`src/rtl/tt_sweep_pkg.sv`:
```
// Shared types and sizing helpers for the truth-table sweeper.
// Holds the FSM state encoding and the hold-timer width function.
package tt_sweep_pkg;

  typedef enum logic [1:0] {
    IDLE = 2'd0,
    HOLD = 2'd1,
    DONE = 2'd2
  } state_t;

  localparam int N_IN_DEF = 3;
  localparam int TT_W     = 2**N_IN_DEF;
  localparam int HOLD_DEF = 50;

  function automatic int tmr_w(input int hold);
    return (hold < 1) ? 1 : $clog2(hold + 1);
  endfunction

  localparam int TMR_W = tmr_w(HOLD_DEF);

endpackage

```
`src/rtl/tt_sweeper_if.sv`:
```
// Stimulus/response bundle between the sweeper and its environment.
// master = environment side, slave = sweeper side.
interface tt_sweeper_if #(
  parameter int N_IN = 3
);
  localparam int TW = 1 << N_IN;

  logic            start;
  logic            f_in;
  logic [N_IN-1:0] stim;
  logic            busy;
  logic            done;
  logic            pass;
  logic [TW-1:0]   table_out;

  modport master (
    output start,
    output f_in,
    input  stim,
    input  busy,
    input  done,
    input  pass,
    input  table_out
  );

  modport slave (
    input  start,
    input  f_in,
    output stim,
    output busy,
    output done,
    output pass,
    output table_out
  );

endinterface

```
`src/rtl/tt_hold_timer.sv`:
```
// Loadable down-counter; zero flags the last clock of a vector hold.
// Counts to zero and parks there until reloaded.
module tt_hold_timer
  import tt_sweep_pkg::*;
#(
  parameter int HOLD_CYCLES = 50
) (
  input  logic clk,
  input  logic rst,
  input  logic load,
  output logic zero
);

  localparam int W = tmr_w(HOLD_CYCLES);
  localparam logic [W-1:0] LD = W'(HOLD_CYCLES - 1);

  logic [W-1:0] r_cnt;

  always_ff @(posedge clk) begin
    if (rst) begin
      r_cnt <= '0;
    end else if (load) begin
      r_cnt <= LD;
    end else if (r_cnt != '0) begin
      r_cnt <= r_cnt - W'(1);
    end
  end

  assign zero = (r_cnt == '0);

endmodule

```
`src/rtl/tt_sweeper.sv`:
```
// Clocked driver/checker sweeping all inputs of a 3-input function.
// Optional TT_FIRST_FAIL_EN adds first_fail/fail_seen mismatch tracking.
module tt_sweeper
  import tt_sweep_pkg::*;
#(
  parameter int                    N_IN        = 3,
  parameter int                    HOLD_CYCLES = 50,
  parameter logic [(1<<N_IN)-1:0]  EXPECTED    = 8'hCE
) (
  input  logic            clk,
  input  logic            rst,
  tt_sweeper_if.slave     bus
`ifdef TT_FIRST_FAIL_EN
  ,
  output logic [N_IN-1:0] first_fail,
  output logic            fail_seen
`endif
);

  localparam int TW = 1 << N_IN;
  localparam logic [N_IN-1:0] IDX_MAX = '1;

  state_t          r_st, w_st_n;
  logic [N_IN-1:0] r_idx, w_idx_n;
  logic [TW-1:0]   r_tbl, w_tbl_n, w_tbl_smp;
  logic            r_busy, w_busy_n;
  logic            r_done, w_done_n;
  logic            r_pass, w_pass_n;
  logic            r_start;
  logic            w_load;
  logic            w_zero;

  // start is registered so the sweep begins the clock after it is sampled
  always_ff @(posedge clk) begin
    if (rst) r_start <= 1'b0;
    else     r_start <= bus.start;
  end

  tt_hold_timer #(
    .HOLD_CYCLES(HOLD_CYCLES)
  ) u_tmr (
    .clk  (clk),
    .rst  (rst),
    .load (w_load),
    .zero (w_zero)
  );

  assign w_tbl_smp = r_tbl | (TW'(bus.f_in) << r_idx);

  always_ff @(posedge clk) begin
    if (rst) begin
      r_st   <= IDLE;
      r_idx  <= '0;
      r_tbl  <= '0;
      r_busy <= 1'b0;
      r_done <= 1'b0;
      r_pass <= 1'b0;
    end else begin
      r_st   <= w_st_n;
      r_idx  <= w_idx_n;
      r_tbl  <= w_tbl_n;
      r_busy <= w_busy_n;
      r_done <= w_done_n;
      r_pass <= w_pass_n;
    end
  end

  always_comb begin
    w_st_n   = r_st;
    w_idx_n  = r_idx;
    w_tbl_n  = r_tbl;
    w_busy_n = r_busy;
    w_done_n = r_done;
    w_pass_n = r_pass;
    w_load   = 1'b0;
    unique case (r_st)
      IDLE, DONE: begin
        if (r_start) begin
          w_st_n   = HOLD;
          w_idx_n  = '0;
          w_tbl_n  = '0;
          w_busy_n = 1'b1;
          w_done_n = 1'b0;
          w_pass_n = 1'b0;
          w_load   = 1'b1;
        end
      end
      HOLD: begin
        if (w_zero) begin
          w_tbl_n = w_tbl_smp;
          if (r_idx == IDX_MAX) begin
            w_st_n   = DONE;
            w_idx_n  = '0;
            w_busy_n = 1'b0;
            w_done_n = 1'b1;
            w_pass_n = (w_tbl_smp == EXPECTED);
          end else begin
            w_idx_n = r_idx + N_IN'(1);
            w_load  = 1'b1;
          end
        end
      end
      default: begin
        w_st_n = IDLE;
      end
    endcase
  end

  assign bus.stim      = r_idx;
  assign bus.busy      = r_busy;
  assign bus.done      = r_done;
  assign bus.pass      = r_pass;
  assign bus.table_out = r_tbl;

`ifdef TT_FIRST_FAIL_EN
  logic [N_IN-1:0] r_ff;
  logic            r_fs;
  logic            w_clr;
  logic            w_miss;

  assign w_clr  = (r_st != HOLD) && r_start;
  assign w_miss = (r_st == HOLD) && w_zero &&
                  (bus.f_in != EXPECTED[r_idx]);

  always_ff @(posedge clk) begin
    if (rst) begin
      r_ff <= '0;
      r_fs <= 1'b0;
    end else if (w_clr) begin
      r_ff <= '0;
      r_fs <= 1'b0;
    end else if (w_miss && !r_fs) begin
      r_ff <= r_idx;
      r_fs <= 1'b1;
    end
  end

  assign first_fail = r_ff;
  assign fail_seen  = r_fs;
`endif

endmodule

```
`src/flat_wrapper.sv`:
```
// flat-port wrapper written by rule: the top's interface ports become plain ports
module tt_sweeper_flat import tt_sweep_pkg::*;
#(
  parameter int                    N_IN        = 3,
  parameter int                    HOLD_CYCLES = 50,
  parameter logic [(1<<N_IN)-1:0]  EXPECTED    = 8'hCE
)
  (clk, rst, bus_start, bus_f_in, bus_stim, bus_busy, bus_done, bus_pass, bus_table_out);
  tt_sweeper_if #(.N_IN(N_IN)) bus_i ();
  input  logic clk;
  input  logic rst;
  input wire logic [$bits(bus_i.start)-1:0] bus_start;
  input wire logic [$bits(bus_i.f_in)-1:0] bus_f_in;
  output wire logic [$bits(bus_i.stim)-1:0] bus_stim;
  output wire logic [$bits(bus_i.busy)-1:0] bus_busy;
  output wire logic [$bits(bus_i.done)-1:0] bus_done;
  output wire logic [$bits(bus_i.pass)-1:0] bus_pass;
  output wire logic [$bits(bus_i.table_out)-1:0] bus_table_out;
  assign bus_i.start = bus_start;
  assign bus_i.f_in = bus_f_in;
  assign bus_stim = bus_i.stim;
  assign bus_busy = bus_i.busy;
  assign bus_done = bus_i.done;
  assign bus_pass = bus_i.pass;
  assign bus_table_out = bus_i.table_out;
  tt_sweeper #(.N_IN(N_IN), .HOLD_CYCLES(HOLD_CYCLES), .EXPECTED(EXPECTED)) u_core (.clk(clk), .rst(rst), .bus(bus_i));
endmodule
```
`config.mk`:
```
export PLATFORM = sky130hd
export DESIGN_NAME = tt_sweeper_flat
export DESIGN_NICKNAME = d
export VERILOG_FILES = /design/src/rtl/tt_sweep_pkg.sv /design/src/rtl/tt_sweeper_if.sv /design/src/rtl/tt_hold_timer.sv /design/src/rtl/tt_sweeper.sv /design/src/flat_wrapper.sv
export SDC_FILE = /design/constraint.sdc
export NUM_CORES = 1
export LEC_CHECK = 0
export ABC_AREA = 1
export CAP_MARGIN = 5
export CORE_MARGIN = 8
export CORE_UTILIZATION = 47
export CTS_CLUSTER_SIZE = 30
export DETAILED_ROUTE_END_ITERATION = 7
export HOLD_SLACK_MARGIN = 0.08
export PLACE_DENSITY = 0.74
export SYNTH_ARGS = -nofsm -noshare
export SYNTH_HDL_FRONTEND = slang
export SYNTH_SLANG_ARGS = --single-unit
```
`constraint.sdc`:
```
create_clock -name clk -period 1.3 [get_ports clk]
set_input_delay 0.195 -clock clk [delete_from_list [all_inputs] [get_ports clk]]
set_output_delay 0.195 -clock clk [all_outputs]
set_load 0.01 [all_outputs]
```
-- Word-level counts from Yosys, hierarchy flattened
Cells that the tools add are included.
- add/subtract/negate cells: 2
- multiply operators: 0
- div/mod/pow operators: 0
- $lt $le $gt $ge: 0
- eq/ne operators: 7
- shift-type cells: 1
- muxes and demuxes: 28
- bitwise logic cells: 1
- reductions and logical operators: 10
- operator list (kind ; count):
    two-way mux 8 bit ; 2
    case mux 8 bit (2 select lines) ; 1
    two-way mux 6 bit ; 2
    two-way mux 1 bit ; 11
    two-way mux 3 bit ; 3
    equality test 8 bit (second input constant) ; 1
    bitwise OR 8 bit ; 1
    case mux 1 bit (2 select lines) ; 4
    left shift 1 x 3 -> 8 bit ; 1
    zero test 6 bit ; 1
    two-way mux 2 bit ; 3
    case mux 3 bit (2 select lines) ; 1
    AND reduction 3 bit ; 2
    nonzero test 6 bit ; 1
    subtractor 6 x 1 -> 6 bit (second input constant) ; 1
    inequality test 2 x 1 -> 1 bit (second input constant) ; 2
    case mux 2 bit (2 select lines) ; 1
    AND reduction 4 bit ; 1
    nonzero test 2 bit ; 2
    OR reduction 2 bit ; 2
    adder 3 x 1 -> 3 bit (second input constant) ; 1
    equality test 3 bit (second input constant) ; 1
    equality test 2 x 1 -> 1 bit (second input constant) ; 1
    equality test 2 bit (second input constant) ; 1
    other kinds (2) ; 2
- bits in registers: 23
- latch bits: 0
- RAM bits: 0
- ROM bits: 0
- input port bits: 4
- output and inout port bits: 14
- memories: 0

-- Depth between registers and ports, before layout
Gate-level depths: netlist of the first run.
- depth in word-level cells: 6
- gate-level depth with buffers: 10

-- Cells and area by module
Synthesis of the first run repeated with hierarchy kept, for this count alone.
- cells, all modules: 152
- area, all modules: 1146.1 µm²
- by module, submodules not included (module ; instances ; cells an instance ; area each (µm²) ; sequential area each (µm²)):
    tt_sweeper ; 1 ; 107 ; 807.0 ; 340.3
    tt_hold_timer ; 1 ; 45 ; 339.1 ; 120.1

-- Least setup slack after synthesis of the first run
No wires, ideal clock.
- path kind: register -> register
- start point: reg u_core.r_idx[1] (netlist: u_core.bus.stim[1])
- end point: reg u_core.u_tmr.r_cnt[2]
- setup time: 0.070 ns
- arrival: 1.313 ns
- required time: 1.230 ns
- path slack: -0.083 ns
- stages on the path, launching flop included: 9
- period minus slack after synthesis: 1.383 ns
- path through: dfxtp_1 -> ha_1 -> ha_1 -> inv_1 -> nand2_4 -> inv_2 -> a21oi_2 -> nand3_1 -> a21oi_1
- word-level cells in the longest chain between the ends: 5
- RTL lines (what ; RTL line ; RTL):
    start, declared ; tt_sweeper.sv:24 ; logic [N_IN-1:0] r_idx, w_idx_n;
    start signal, assigned ; tt_sweeper.sv:60 ; r_idx <= w_idx_n;
    equality test 3 bit ; tt_sweeper.sv:91 ; if (r_idx == IDX_MAX) begin
    two-way mux 1 bit ; tt_sweeper.sv:91 ;
    two-way mux 1 bit ; tt_sweeper.sv:89 ; if (w_zero) begin
    case mux 1 bit (2 select lines) ; tt_sweeper.sv:76 ; unique case (r_st)
    OR reduction 2 bit (no source line) ; -- ;
    end signal, assigned ; tt_hold_timer.sv:25 ; r_cnt <= r_cnt - W'(1);
    end, declared ; tt_hold_timer.sv:17 ; logic [W-1:0] r_cnt;
No other way between the ends.
A chain may end at the register's enable or synchronous reset.

-- Final worst setup path of the first run
- start point: reg u_core.u_tmr.r_cnt[0]
- end point: reg u_core.u_tmr.r_cnt[1]
- word-level cells in the longest chain between the ends: 4
- RTL lines (what ; RTL line ; RTL):
    zero test 6 bit ; tt_hold_timer.sv:29 ; assign zero = (r_cnt == '0);
    two-way mux 1 bit ; tt_sweeper.sv:89 ;
    case mux 1 bit (2 select lines) ; tt_sweeper.sv:76 ;
    OR reduction 2 bit (no source line) ; -- ;
Several ways; a longest one is shown, not always the timed one.

==> impl_summary.md, run 1 <==
Power
Power spread over the standard cell area amounts to 1760 nW/um^2. The static power due to leakage is 0.769 nW. The maximum VDD drop is 1.11 mV.

Route
The count of nets left with antenna violations once routing finished came out at 0. The first detailed-routing pass ran for 4 iterations. Dividing the detail-routed wire length by the instance count gives 14.4 um. For this run, design rule violations remaining after detail routing come to 0. The via count of the routed design is 1,220. The final layout contains routed wiring with a total length of 3.33 mm. The detailed router finished its first iteration with 47 violations. The ratio of routed vias to standard cells is 5.26.

Worst setup path
STA classifies the critical path endpoint as a register. Along the worst path, the maximum fanout reaches 5. The critical setup path kind is register to register. The nature of the critical path startpoint is a register. STA puts the critical path data arrival time at 1.66 ns. The worst endpoint required time is 1.51 ns.

Clock tree
CTS built an H-tree with a depth of 1. The root buffer cell chosen for the clock tree is sky130_fd_sc_hd__clkbuf_4. The insertion delay of the later-clocked pin in the worst-skew pair is 0.33 ns. The clock passes through at most 2 buffers. For this design, the sink count on the clock tree is 23. TritonCTS built the clock tree. Clock-pin slew was measured on the worst setup and hold paths at 0.14 ns. Clock tree synthesis inserted a total of 3 buffers.

STA
The final hold violation count was 0. Dividing the final minimum period by the clock period gives 111%. After routing, the total negative slack on setup checks comes to -1.22 ns. Setup violations remaining at the end of the flow were counted as 21.

The smallest hold slack is 0.363 ns. Measured against its own limit, the worst slew margin works out to 62.8%. The shortest clock period the worst path allows after layout is 1.44 ns. Static timing analysis puts the maximum clock frequency at 694 MHz.

Across the routed clock network, the largest skew measured is 0.0178 ns. The number of slew-limit violations in the final report is 0. The slew at the pin with the worst max-slew slack is 0.557 ns. Across all setup checks in the final design, the least slack found is -0.140 ns. Setup repair after global routing could not meet its margin everywhere.

Global routing
The final global-route overflow total is 0. The via count of the first global-routing pass is 1,238. The global-route usage over all layers is 15.9%.

Entering global routing, the biggest net connects 15 pins. The initial antenna violation count is 0. The first-pass GRT wire length is 5.41 mm.

Cells and area
For this run, the share of the core covered by cells in the final layout is 70.2%. 0 antenna diodes ended up in the layout. The finished layout cell area is 1680 um^2. The layout overhead on the synthesized area is 46.0%. The post-route netlist has 39.1% of its cells at a drive strength greater than 1.

The number of nets in the final layout is 210.

Placed design
The cell area after placement is 1470 um^2. After legalization and detailed placement, the total HPWL measured 2.18 mm. The congestion estimate from routability-driven global placement came to 0.786. In this run the tool buffered the top-level ports with 17 buffer cells. The setup slack at placement is -0.279 ns.

Floorplanning
The number of rows created at floorplan is 18. The total die area is 4280 um^2. The placeable core region is 2390 um^2. The starting density of the core is 48.1%. The die span in x is 65.4 um. The floorplan step set the die height to 65.4 um. The total I/O pin count is 18.

Yosys
The synthesized netlist contains 26 unique library cells. The number of nets in the synthesized netlist is 168. The cell count after synthesis is 161. Counting flops and latches in the post-synthesis netlist gives 23. Averaged over all synthesized cells, the footprint is 7.13 um^2. The total standard cell area after synthesis is 1150 um^2.

The register area share after synthesis is 40.1%. Yosys printed 0 warnings.

Worst hold path
The path class of the lowest-slack min-delay path is input port to register.

Run status
The run finished, with violations left. The final reports fail on setup timing.

Flow run
Across the run, the number of max-cap violations was 0.
==> worst paths after layout <==
path                                           start                                  to  slack, ns  cells past startpoint
setup / recovery  u_core.u_tmr.r_cnt[0]$_SDFFE_PP0P_  u_core.u_tmr.r_cnt[1]$_SDFFE_PP0P_      -0.14                      7
hold / removal                             bus_start           u_core.r_start$_SDFF_PP0_       0.36                      3
setup reg to reg  u_core.u_tmr.r_cnt[0]$_SDFFE_PP0P_  u_core.u_tmr.r_cnt[1]$_SDFFE_PP0P_      -0.14                      7
hold reg to reg         u_core.bus.busy$_SDFFE_PP0P_        u_core.bus.busy$_SDFFE_PP0P_       0.47                      2
==> routing by layer <==
layer	vias to the layer above	part of all wire, %	GRT usage [%]
li1	605	-	-
met1	589	40	16.2
met2	19	55	30.4
met3	7	2.8	3.23
met4	0	1.5	6.81
met5	-	0	0
==> logic make-up after synthesis <==
group | Yosys count | share of synthesized area (%)
adders and majority gates | 3 | 3.27
DFF | 23 | 40.1
and+or+nand+nor | 61 | 24.4
xor gates and xnor gates | 1 | 0.763
buffers and inverters | 34 | 12.9
AOI/OAI and AO/OA | 39 | 18.6
==> sequential cells by signal, summed over array words and instances, names as in the netlist <==
name and cells:
u_core.bus.busy 1, u_core.bus.done 1, u_core.bus.pass 1, u_core.bus.stim 3, u_core.bus.table_out 8, u_core.r_st 2, u_core.r_start 1, u_core.u_tmr.r_cnt 6
==> synthesized netlist by cell type (all sizes together) <==
cell | instances | share of area [%]
dfxtp | 23 | 40
nor2 | 20 | 6.8
or2 | 1 | 0.55
and3 | 1 | 0.55
nand3 | 10 | 4.8
a21oi | 20 | 9.4
xor2 | 1 | 0.76
buf | 4 | 3.0
a31oi | 2 | 1.1
inv | 29 | 9.5
o21bai | 2 | 1.3
nand2 | 21 | 7.5
nand4 | 7 | 3.8
clkbuf | 1 | 0.33
nor3 | 1 | 0.44
ha | 3 | 3.3
o21ai | 15 | 6.9
==> area by class of cell <==
type / instances / area (um^2)
Clock buffer: 3 / 22.5
Clock inverter: 1 / 5.00
Fill cell: 204 / 711
Inverter: 29 / 111
Multi-Input combinational cell: 104 / 692
Sequential cell: 23 / 468
Tap cell: 30 / 37.5
Timing Repair Buffer: 42 / 340
==> power by group <==
group	total (mW)	internal (mW)	switching [mW]
Sequential	0.986	0.861	0.125
Combinational	1.63	0.804	0.821
Clock	0.344	0.115	0.229
==> placed cells by master, fill, tap and decap left out, types with 2 or more instances in the layout <==
cell | Yosys | final
sky130_fd_sc_hd__o21ai_1 | 1 | 6
sky130_fd_sc_hd__nor2_2 | 1 | 2
sky130_fd_sc_hd__nand3_2 | 1 | 3
sky130_fd_sc_hd__clkbuf_2 | 0 | 2
sky130_fd_sc_hd__clkbuf_4 | 0 | 3
sky130_fd_sc_hd__a31oi_1 | 2 | 2
sky130_fd_sc_hd__buf_6 | 2 | 2
sky130_fd_sc_hd__buf_4 | 1 | 23
sky130_fd_sc_hd__nor2_1 | 19 | 17
sky130_fd_sc_hd__inv_1 | 26 | 20
sky130_fd_sc_hd__o21ai_2 | 1 | 6
sky130_fd_sc_hd__ha_4 | 0 | 3
sky130_fd_sc_hd__a21oi_1 | 18 | 9
sky130_fd_sc_hd__nand4_1 | 7 | 7
sky130_fd_sc_hd__a21oi_2 | 2 | 10
sky130_fd_sc_hd__nand2_1 | 20 | 19
sky130_fd_sc_hd__o21ai_0 | 13 | 3
sky130_fd_sc_hd__nand3_1 | 9 | 6
sky130_fd_sc_hd__inv_2 | 3 | 8
sky130_fd_sc_hd__dfxtp_1 | 23 | 17
sky130_fd_sc_hd__o21bai_2 | 0 | 2
sky130_fd_sc_hd__dlygate4sd2_1 | 0 | 12
sky130_fd_sc_hd__clkdlybuf4s50_1 | 0 | 3
sky130_fd_sc_hd__dfxtp_2 | 0 | 6
==> metrics by stage <==
stage / power (mW) / std cells
2_1_floorplan: 1.67 / 161
3_3_place_gp: 2.08 / 220
3_5_place_dp: 2.12 / 220
4_1_cts: 2.72 / 229
5_1_grt: 3.17 / 232
6_report: 2.96 / 232
==> repair_timing <==
action | CTS | global route
setup buffers | 5 | 3
resized for setup | 59 | 11
endpoints found under the setup margin | 36 | 24
hold buffers | 0 | 0
cloned | 1 | 0
pin swaps | 17 | 7
==> critical path: stages, from the launching register on <==
cell and delay, ns:
sky130_fd_sc_hd__dfxtp_2 0.34, sky130_fd_sc_hd__inv_2 0.07, sky130_fd_sc_hd__ha_4 0.14, sky130_fd_sc_hd__nand3_4 0.07, sky130_fd_sc_hd__buf_4 0.15, sky130_fd_sc_hd__nor3_4 0.25
sky130_fd_sc_hd__a21oi_4 0.12, sky130_fd_sc_hd__and3_1 0.18
(Power assumes the default switching activity.)
==> run 2, diff against run 1 <==
Settings changed: CTS_CLUSTER_DIAMETER set to 60.
==> results of run 2 <==
No change in the layout: final DEF, timing and power equal those of run 1.
==> run 3, diff against run 2 <==
Settings changed: CTS_CLUSTER_DIAMETER 60 to 150.
==> results of run 3 <==
No change in the layout: final DEF, timing and power equal those of run 1.
